[src/rtl/parity_frame_tx_if.sv]
// Word-side valid/ready handshake between the word source and parity_frame_tx.
// The master offers words; the slave (the transmitter) accepts them.
interface parity_frame_tx_if #(
  parameter int PAIRS = 4
);
  logic               s_valid;
  logic               s_ready;
  logic [2*PAIRS-1:0] s_data;
  logic               s_err_inj;

  modport master (output s_valid, s_data, s_err_inj, input s_ready);
  modport slave  (input  s_valid, s_data, s_err_inj, output s_ready);
endinterface

[src/rtl/parity_frame_tx.sv]
// Serialises a word of 2-bit pairs into back-to-back 3-bit frames (hi, lo, parity)
// for the 3-bit-frame parity detector; pair PAIRS-1 goes first.
module parity_frame_tx #(
  parameter int PAIRS      = 4,
  parameter bit ODD_PARITY = 1'b1
) (
  input  logic                clk,
  input  logic                rst_n,
  parity_frame_tx_if.slave    s,
  input  logic                bit_en,
  output logic                tx_bit,
  output logic                tx_valid,
  output logic                tx_frame_start,
  output logic                tx_parity_slot,
  output logic                busy,
  output logic                word_done,
  output logic [7:0]          frame_cnt
);

  localparam int IW = (PAIRS > 1) ? $clog2(PAIRS) : 1;

  typedef enum logic [1:0] {IDLE, D_HI, D_LO, PAR} state_t;

  state_t             r_state;
  logic [2*PAIRS-1:0] r_word;
  logic [IW-1:0]      r_idx;
  logic               r_err;
  logic               r_ready;
  logic               r_tx_bit;
  logic               r_tx_valid;
  logic               r_frame_start;
  logic               r_parity_slot;
  logic               r_busy;
  logic               r_word_done;
  logic [7:0]         r_frame_cnt;

  // The pair being sent always sits in the top two bits of the shift register.
  logic [1:0]         w_pair;
  logic [2*PAIRS-1:0] w_next_word;

  assign w_pair      = r_word[2*PAIRS-1 -: 2];
  assign w_next_word = r_word << 2;

  // NOTE: every register here, the shift register included, is cleared by the
  // synchronous reset and updated with non-blocking assignments only.
  always_ff @(posedge clk) begin
    if (!rst_n) begin
      r_state       <= IDLE;
      r_word        <= '0;
      r_idx         <= '0;
      r_err         <= 1'b0;
      r_ready       <= 1'b1;
      r_tx_bit      <= 1'b0;
      r_tx_valid    <= 1'b0;
      r_frame_start <= 1'b0;
      r_parity_slot <= 1'b0;
      r_busy        <= 1'b0;
      r_word_done   <= 1'b0;
      r_frame_cnt   <= 8'd0;
    end else begin
      r_word_done <= 1'b0;
      unique case (r_state)
        IDLE: begin
          if (s.s_valid) begin
            r_state       <= D_HI;
            r_word        <= s.s_data;
            r_err         <= s.s_err_inj;
            r_idx         <= IW'(PAIRS - 1);
            r_ready       <= 1'b0;
            r_busy        <= 1'b1;
            r_tx_bit      <= s.s_data[2*PAIRS-1];
            r_tx_valid    <= 1'b1;
            r_frame_start <= 1'b1;
          end
        end
        D_HI: begin
          if (bit_en) begin
            r_state       <= D_LO;
            r_tx_bit      <= w_pair[0];
            r_frame_start <= 1'b0;
          end
        end
        D_LO: begin
          if (bit_en) begin
            r_state       <= PAR;
            // r_err is only ever set for the first frame of a word.
            r_tx_bit      <= w_pair[1] ^ w_pair[0] ^ ODD_PARITY ^ r_err;
            r_parity_slot <= 1'b1;
          end
        end
        PAR: begin
          if (bit_en) begin
            r_frame_cnt   <= r_frame_cnt + 8'd1;
            r_parity_slot <= 1'b0;
            r_err         <= 1'b0;
            if (r_idx == '0) begin
              r_state     <= IDLE;
              r_ready     <= 1'b1;
              r_busy      <= 1'b0;
              r_tx_bit    <= 1'b0;
              r_tx_valid  <= 1'b0;
              r_word_done <= 1'b1;
            end else begin
              r_state       <= D_HI;
              r_idx         <= r_idx - 1'b1;
              r_word        <= w_next_word;
              r_tx_bit      <= w_next_word[2*PAIRS-1];
              r_frame_start <= 1'b1;
            end
          end
        end
        default: r_state <= IDLE;
      endcase
    end
  end

  assign s.s_ready      = r_ready;
  assign tx_bit         = r_tx_bit;
  assign tx_valid       = r_tx_valid;
  assign tx_frame_start = r_frame_start;
  assign tx_parity_slot = r_parity_slot;
  assign busy           = r_busy;
  assign word_done      = r_word_done;
  assign frame_cnt      = r_frame_cnt;

endmodule
[src/flat_wrapper.sv]
// flat-port wrapper written by rule: the top's interface ports become plain ports
module parity_frame_tx_flat 
#(
  parameter int PAIRS      = 4,
  parameter bit ODD_PARITY = 1'b1
)
  (clk, rst_n, bit_en, tx_bit, tx_valid, tx_frame_start, tx_parity_slot, busy, word_done, frame_cnt, s_s_valid, s_s_data, s_s_err_inj, s_s_ready);
  parity_frame_tx_if #(.PAIRS(PAIRS)) s_i ();
  input  logic clk;
  input  logic rst_n;
  input  logic bit_en;
  output logic tx_bit;
  output logic tx_valid;
  output logic tx_frame_start;
  output logic tx_parity_slot;
  output logic busy;
  output logic word_done;
  output logic [7:0] frame_cnt;
  input wire logic [$bits(s_i.s_valid)-1:0] s_s_valid;
  input wire logic [$bits(s_i.s_data)-1:0] s_s_data;
  input wire logic [$bits(s_i.s_err_inj)-1:0] s_s_err_inj;
  output wire logic [$bits(s_i.s_ready)-1:0] s_s_ready;
  assign s_i.s_valid = s_s_valid;
  assign s_i.s_data = s_s_data;
  assign s_i.s_err_inj = s_s_err_inj;
  assign s_s_ready = s_i.s_ready;
  parity_frame_tx #(.PAIRS(PAIRS), .ODD_PARITY(ODD_PARITY)) u_core (.clk(clk), .rst_n(rst_n), .s(s_i), .bit_en(bit_en), .tx_bit(tx_bit), .tx_valid(tx_valid), .tx_frame_start(tx_frame_start), .tx_parity_slot(tx_parity_slot), .busy(busy), .word_done(word_done), .frame_cnt(frame_cnt));
endmodule
[config.mk]
export PLATFORM = sky130hd
export DESIGN_NAME = parity_frame_tx_flat
export DESIGN_NICKNAME = d
export VERILOG_FILES = /design/src/rtl/parity_frame_tx_if.sv /design/src/rtl/parity_frame_tx.sv /design/src/flat_wrapper.sv
export SDC_FILE = /design/constraint.sdc
export NUM_CORES = 1
export LEC_CHECK = 0
export CAP_MARGIN = 30
export CORE_ASPECT_RATIO = 1.2
export CORE_MARGIN = 3
export CORE_UTILIZATION = 25
export DETAILED_ROUTE_END_ITERATION = 8
export PLACE_DENSITY = 0.5
export SYNTH_ARGS = -nofsm -noshare
export SYNTH_HDL_FRONTEND = slang
export SYNTH_SLANG_ARGS = --single-unit
[constraint.sdc]
create_clock -name clk -period 4.03 [get_ports clk]
set_clock_uncertainty 0.05 [all_clocks]
set_input_delay 0.403 -clock clk [delete_from_list [all_inputs] [get_ports clk]]
set_output_delay 0.403 -clock clk [all_outputs]
set_load 0.05 [all_outputs]
==> impl_metrics.toml, run 1 <==
[cts]
postCtsSetupBuffers = 0
cts_resized = 0
htreeDepth = 1
cts_max_path_buffers = 2
cts_tree = "yes"
numCtsBuffers = 3
clkTransAtPathRegs_ns = 0.10
postCtsHoldBufs = 0
clock-sinks = 27
cts_root_buf = "clkbuf_8"
clk_latency_ns = 0.28

[logic_synthesis]
synth_top_flop_cell = "dfxtp_1"
synth_top_family_by_area = "simple AND/OR/NAND/NOR gates"
synth_cells = 152
synthSimpleGateAreaFrac_pct = 20.58
synth-xor-area-share_pct = 5.481
synth_top_area_cell = "dfxtp_1"
ys_top_cells_by_area = "dfxtp_1 (39%), ha_1 (6.3%), nor2_1 (5.1%)"
ys_seq_elements = 27
syn_area_um2 = 1393
syn-num-nets = 172
async_flop_share_pct = 0
ys_types = 42
syn_area_per_cell_um2 = 9.162
synthAdderAreaFrac_pct = 6.289
yosysWarnings = 0
synth_top_area_share_pct = 38.81
synthMuxAreaShare_pct = 5.031
synth_compound_area_share_pct = 18.06
synth_edf_count = 0
seq_area_frac_synth_pct = 38.81

[sta]
setup_viol = 0
tns_ns = 0
slew_headroom_pct = 47.13
fin_crit_sh_pct = 58.74
hold_viol = 0
slew_violations = 0
tightest_slew_ns = 0.7922
rsz0062_at_grt = "no"
period_minus_slack_ns = 2.367
max_freq_ghz = 0.4224

[worst_hold_path]
hold_path.class = "register to register"
hold_path_depth = 2

[finish]
seqCellArea_um2 = 540.5
fillers = 566
drive_above_1_share_pct = 6.857
layoutNonFillerInstCount = 237
layout_common_cells = "clkdlybuf4s50_1 (27), dfxtp_1 (27), nor2_1 (19), a21oi_1 (9), inv_1 (8)"
area_growth_pct = 24.71
multiInputGateArea_um2 = 772.0
fin_util_pct = 32.56
antenna_cells = 0
nets = 196
fin_area_um2 = 1737

[route]
first_pass_iters = 4
routed_via_density = 4.789
ant_nets = 0
drt_iter0_markers = 44
drc = 0
routed_wl_um = 3009
wl_per_cell_um = 12.70
vias = 1135

[pwr]
clkPwrFrac_pct = 14.0
vdd_drop_max_v = 0.0002531
sw_frac_of_total_pct = 42.13
p_leak_nw = 0.6383
pwr_density_cell_nw_per_um2 = 656.5
p_sw_w = 0.0004804
intPower_w = 0.0006598
power_frac_comb_pct = 51.4
seqPwrFrac_pct = 34.6

[placement]
placed_cell_area_um2 = 1690
dp_cells = 233
port_buffers = 27
gp_congestion = 0.7030
place_hpwl_um = 2206

[setup_path]
startpoint = "u_core.r_state[1]"
cp_max_fo = 19
regToRegEndpoint = "u_core.r_idx[1]"
path_buf_inv = 0
critPathKind = "register to register"
crit_cells = 5
end_kind = "register"
crit_path_cell_trace = "ha_1, nand2b_1, a221oi_4, nor2_1, a311oi_1"
startpoint_type = "register"
reg2reg_from = "u_core.r_state[1]"
required_ns = 4.17
cp-endpoint = "u_core.r_idx[1]"
crit_path_top_delay_cell = "a221oi_4"
r2r_cells = 5
cp_top_family = "compound AO/OA/AOI/OAI gates"
reg2reg_slack_ns = 1.66
worstPathArrival_ns = 2.50
max_stage_delay_ns = 0.68

[die]
die_x_um = 74.13
start_util_pct = 26.11
die_area_um2 = 6505
fp-row-count = 29
dieHeight_um = 87.76
placeableCoreArea_um2 = 5334
ios = 28

[global_route]
grt_max_degree = 25
grt_util_all_layers_pct = 10.22
grt_pass1_vias = 1147
antenna_found_initial = 0
grt_overflow_total = 0
grt_pass1_wl_um = 5223

[run]
cap_violations = 0

[outcome]
status = "completed"
[stage by stage]
step	power, W	setup slack (ns)	hold slack, ns
final	0.001140	1.663	0.4379
after floorplan	0.0008874	2.237	0.3975
after global placement	0.0009920	1.519	0.4179
after CTS	0.001159	1.597	0.4372
after global routing	0.001232	1.374	0.4562
after detailed placement	0.0009958	1.470	0.4230
[cell families (layout without fill, tap and decap cells)]
| kind of cell | after synthesis | after routing |
|---|---|---|
| AO/OA/AOI/OAI | 32 | 32 |
| XOR/XNOR | 7 | 7 |
| adder cells (fa/ha/maj) | 7 | 7 |
| buffers and inverters | 16 | 39 |
| flip-flops | 27 | 27 |
| multiplexers | 7 | 7 |
| AND/OR/NAND/NOR | 56 | 56 |
[flip-flops by register name (all words and copies together), names as in the netlist, 2 cells and up]
name / cells
u_core.r_word: 8
u_core.r_state: 2
u_core.frame_cnt: 8
u_core.r_idx: 2
[layer usage]
| metal | vias to the layer above | track usage [%] | routed length [µm] |
|---|---|---|---|
| li1 | 580 | - | - |
| met1 | 519 | 11.92 | 1412 |
| met2 | 31 | 18.15 | 1392 |
| met3 | 5 | 1.952 | 150 |
| met4 | 0 | 3.954 | 53 |
| met5 | - | 0 | 0 |
[Yosys cell counts (2+ instances only)]
cell,number
a211oi_1,6
a21oi_1,9
a21oi_2,2
a311oi_1,2
and3_1,3
buf_1,2
buf_6,2
clkbuf_1,2
dfxtp_1,27
ha_1,7
inv_1,8
mux2i_1,7
nand2_1,7
nand2b_1,6
nand3_1,5
nand3b_1,2
nor2_1,19
nor2b_1,2
nor3_1,4
o21ai_0,3
or3_1,2
xnor2_1,3
xor2_1,3
[power groups by stage]
stage	logic (W)	registers (W)	clock network (W)
after floorplan	0.000427	0.000460	0
after global placement	0.000589	0.000403	0
final	0.000586	0.000395	0.000159
after global routing	0.000652	0.000406	0.000174
after CTS	0.000596	0.000396	0.000166
after detailed placement	0.000594	0.000402	0
[worst min-delay path by stage]
| stage | from | to | slack, ns |
|---|---|---|---|
| after floorplan | u_core.r_idx[0] | u_core.r_idx[0] | 0.40 |
| after global placement | u_core.r_idx[0] | u_core.r_idx[0] | 0.42 |
| after detailed placement | u_core.r_word[1] | u_core.r_word[1] | 0.42 |
| after CTS | u_core.r_word[1] | u_core.r_word[1] | 0.44 |
| after global routing | u_core.r_word[1] | u_core.r_word[1] | 0.46 |
| final | u_core.tx_bit | u_core.tx_bit | 0.44 |
[worst reg2reg max path, delay by kind of cell (launching register included)]
kind / cells / cell delay (ns)
adders and majority gates: 1 / 0.60
and+or+nand+nor: 2 / 0.27
DFF: 1 / 0.43
AOI/OAI and AO/OA: 2 / 0.94
[final cells by class]
cell class                 instances  area share (%)
timing repair buffer              27           15.56
clock buffer                       3           2.378
tap                               62           4.467
sequential                        27           31.12
clock inverter                     1          0.2882
inverter                           8           1.729
multi-input combinational        109           44.45
No activity file was read; power rests on OpenSTA's default activity.
==> run 2: changes to the inputs <==
==> constraint.sdc (replaced) <==
create_clock -name clk -period 2.4 [get_ports clk]
set_clock_uncertainty 0.05 [all_clocks]
set_input_delay 0.24 -clock clk [delete_from_list [all_inputs] [get_ports clk]]
set_output_delay 0.24 -clock clk [all_outputs]
set_load 0.05 [all_outputs]
==> run 2 against run 1 <==
  * First-iteration DRC count shrank 23%
  * Core utilization rose by 0.54 points
  * Flip-flop and latch count unchanged
  * Wire length increased by 3.8%
  * Combinational power rose by 74%
==> impl_metrics.toml, run 2 (same netlist as run 1, synthesis figures left out) <==
[sta]
max_freq_ghz = 0.5107
hold_viol = 0
fin_crit_sh_pct = 81.58
tightest_slew_ns = 0.8265
slew_violations = 0
rsz0062_at_grt = "no"
slew_headroom_pct = 44.84
tns_ns = 0
setup_viol = 0
period_minus_slack_ns = 1.958

[finish]
nets = 200
fin_util_pct = 33.10
drive_above_1_share_pct = 8.380
layout_common_cells = "clkdlybuf4s50_1 (27), dfxtp_1 (27), nor2_1 (19), a21oi_1 (9), inv_1 (8)"
area_growth_pct = 26.77
layoutNonFillerInstCount = 241
antenna_cells = 0

[die]
die_x_um = 74.13
fp-row-count = 29
die_area_um2 = 6505
dieHeight_um = 87.76
start_util_pct = 26.11
placeableCoreArea_um2 = 5334
ios = 28

[run]
cap_violations = 0

[pwr]
intPower_w = 0.001132
sw_frac_of_total_pct = 42.00
vdd_drop_max_v = 0.0005199
clkPwrFrac_pct = 13.7
pwr_density_cell_nw_per_um2 = 1106
power_frac_comb_pct = 52.2
p_leak_nw = 0.6561
p_sw_w = 0.0008200
seqPwrFrac_pct = 34.1

[cts]
clk_latency_ns = 0.28
clkTransAtPathRegs_ns = 0.10
cts_resized = 0
htreeDepth = 1
postCtsSetupBuffers = 0
clock-sinks = 27
cts_max_path_buffers = 2
cts_tree = "yes"
postCtsHoldBufs = 0
numCtsBuffers = 3
cts_root_buf = "clkbuf_8"

[global_route]
grt_pass1_wl_um = 5326
antenna_found_initial = 0
grt_overflow_total = 0
grt_util_all_layers_pct = 10.30
grt_max_degree = 25
grt_pass1_vias = 1156

[placement]
dp_cells = 237
gp_congestion = 0.7381
place_hpwl_um = 2275
port_buffers = 27

[setup_path]
max_stage_delay_ns = 0.43
crit_path_cell_trace = "inv_1, ha_1, and2b_4, a221oi_4, buf_4, nor2_1, a311oi_1"
cp_max_fo = 19
crit_path_top_delay_cell = "dfxtp_1"
startpoint = "u_core.r_state[0]"
reg2reg_from = "u_core.r_state[0]"
worstPathArrival_ns = 2.10
required_ns = 2.54
end_kind = "register"
critPathKind = "register to register"
startpoint_type = "register"

[route]
vias = 1150
routed_via_density = 4.772
wl_per_cell_um = 12.96
drt_iter0_markers = 34
drc = 0
ant_nets = 0
first_pass_iters = 3
routed_wl_um = 3123

[outcome]
status = "completed"

[worst_hold_path]
holdCritStartpoint = "u_core.r_word[1]"
hold_path.class = "register to register"
run 2: power groups by stage:
stage / Sequential [W] / Combinational (W) / Clock [W]
floorplan: 0.000772 / 0.000718 / 0
global placement: 0.000679 / 0.00102 / 0
detailed placement: 0.000677 / 0.00103 / 0
CTS: 0.000667 / 0.00103 / 0.000281
global route: 0.000685 / 0.00113 / 0.000292
finish: 0.000666 / 0.00102 / 0.000268
run 2: metal layers:
metal | track usage [%] | vias up | part of all wire (%)
li1 | - | 587 | -
met1 | 13.34 | 534 | 47
met2 | 17.58 | 25 | 49
met3 | 1.837 | 4 | 3.9
met4 | 2.471 | 0 | 0.90
met5 | 0 | - | 0
run 2: final cells by class:
type	instances	area, µm²
clock buffer	4	45.04
fill	570	3568
inverter	8	30.03
multi-input combinational	109	772.0
sequential	27	540.5
tap	62	77.57
timing repair buffer	31	300.3
run 2: worst max-delay path, delay by kind of cell, from the launching register on:
kind	cells	cell delay [ns]
buffers and inverters	2	0.36
adders and majority gates	1	0.32
and+or+nand+nor	2	0.31
DFF	1	0.43
AOI/OAI and AO/OA	2	0.41
run 2: worst paths after layout:
check | to | slack, ns | cells after the start
max | u_core.r_idx[0] | 0.44 | 7
min | u_core.r_word[1] | 0.43 | 2
max reg2reg | u_core.r_idx[0] | 0.44 | 7
min reg2reg | u_core.r_word[1] | 0.43 | 2
run 2: through the flow:
step / worst slack (ns) / area, µm² / hold slack [ns] / power [W]
after floorplan: 0.6069 / 1393 / 0.2662 / 0.001490
after global placement: 0.4910 / 1720 / 0.4182 / 0.001701
after detailed placement: 0.4604 / 1720 / 0.4209 / 0.001705
after CTS: 0.4456 / 1765 / 0.4370 / 0.001980
after global routing: 0.2310 / 1765 / 0.4477 / 0.002106
final: 0.4421 / 1765 / 0.4312 / 0.001952
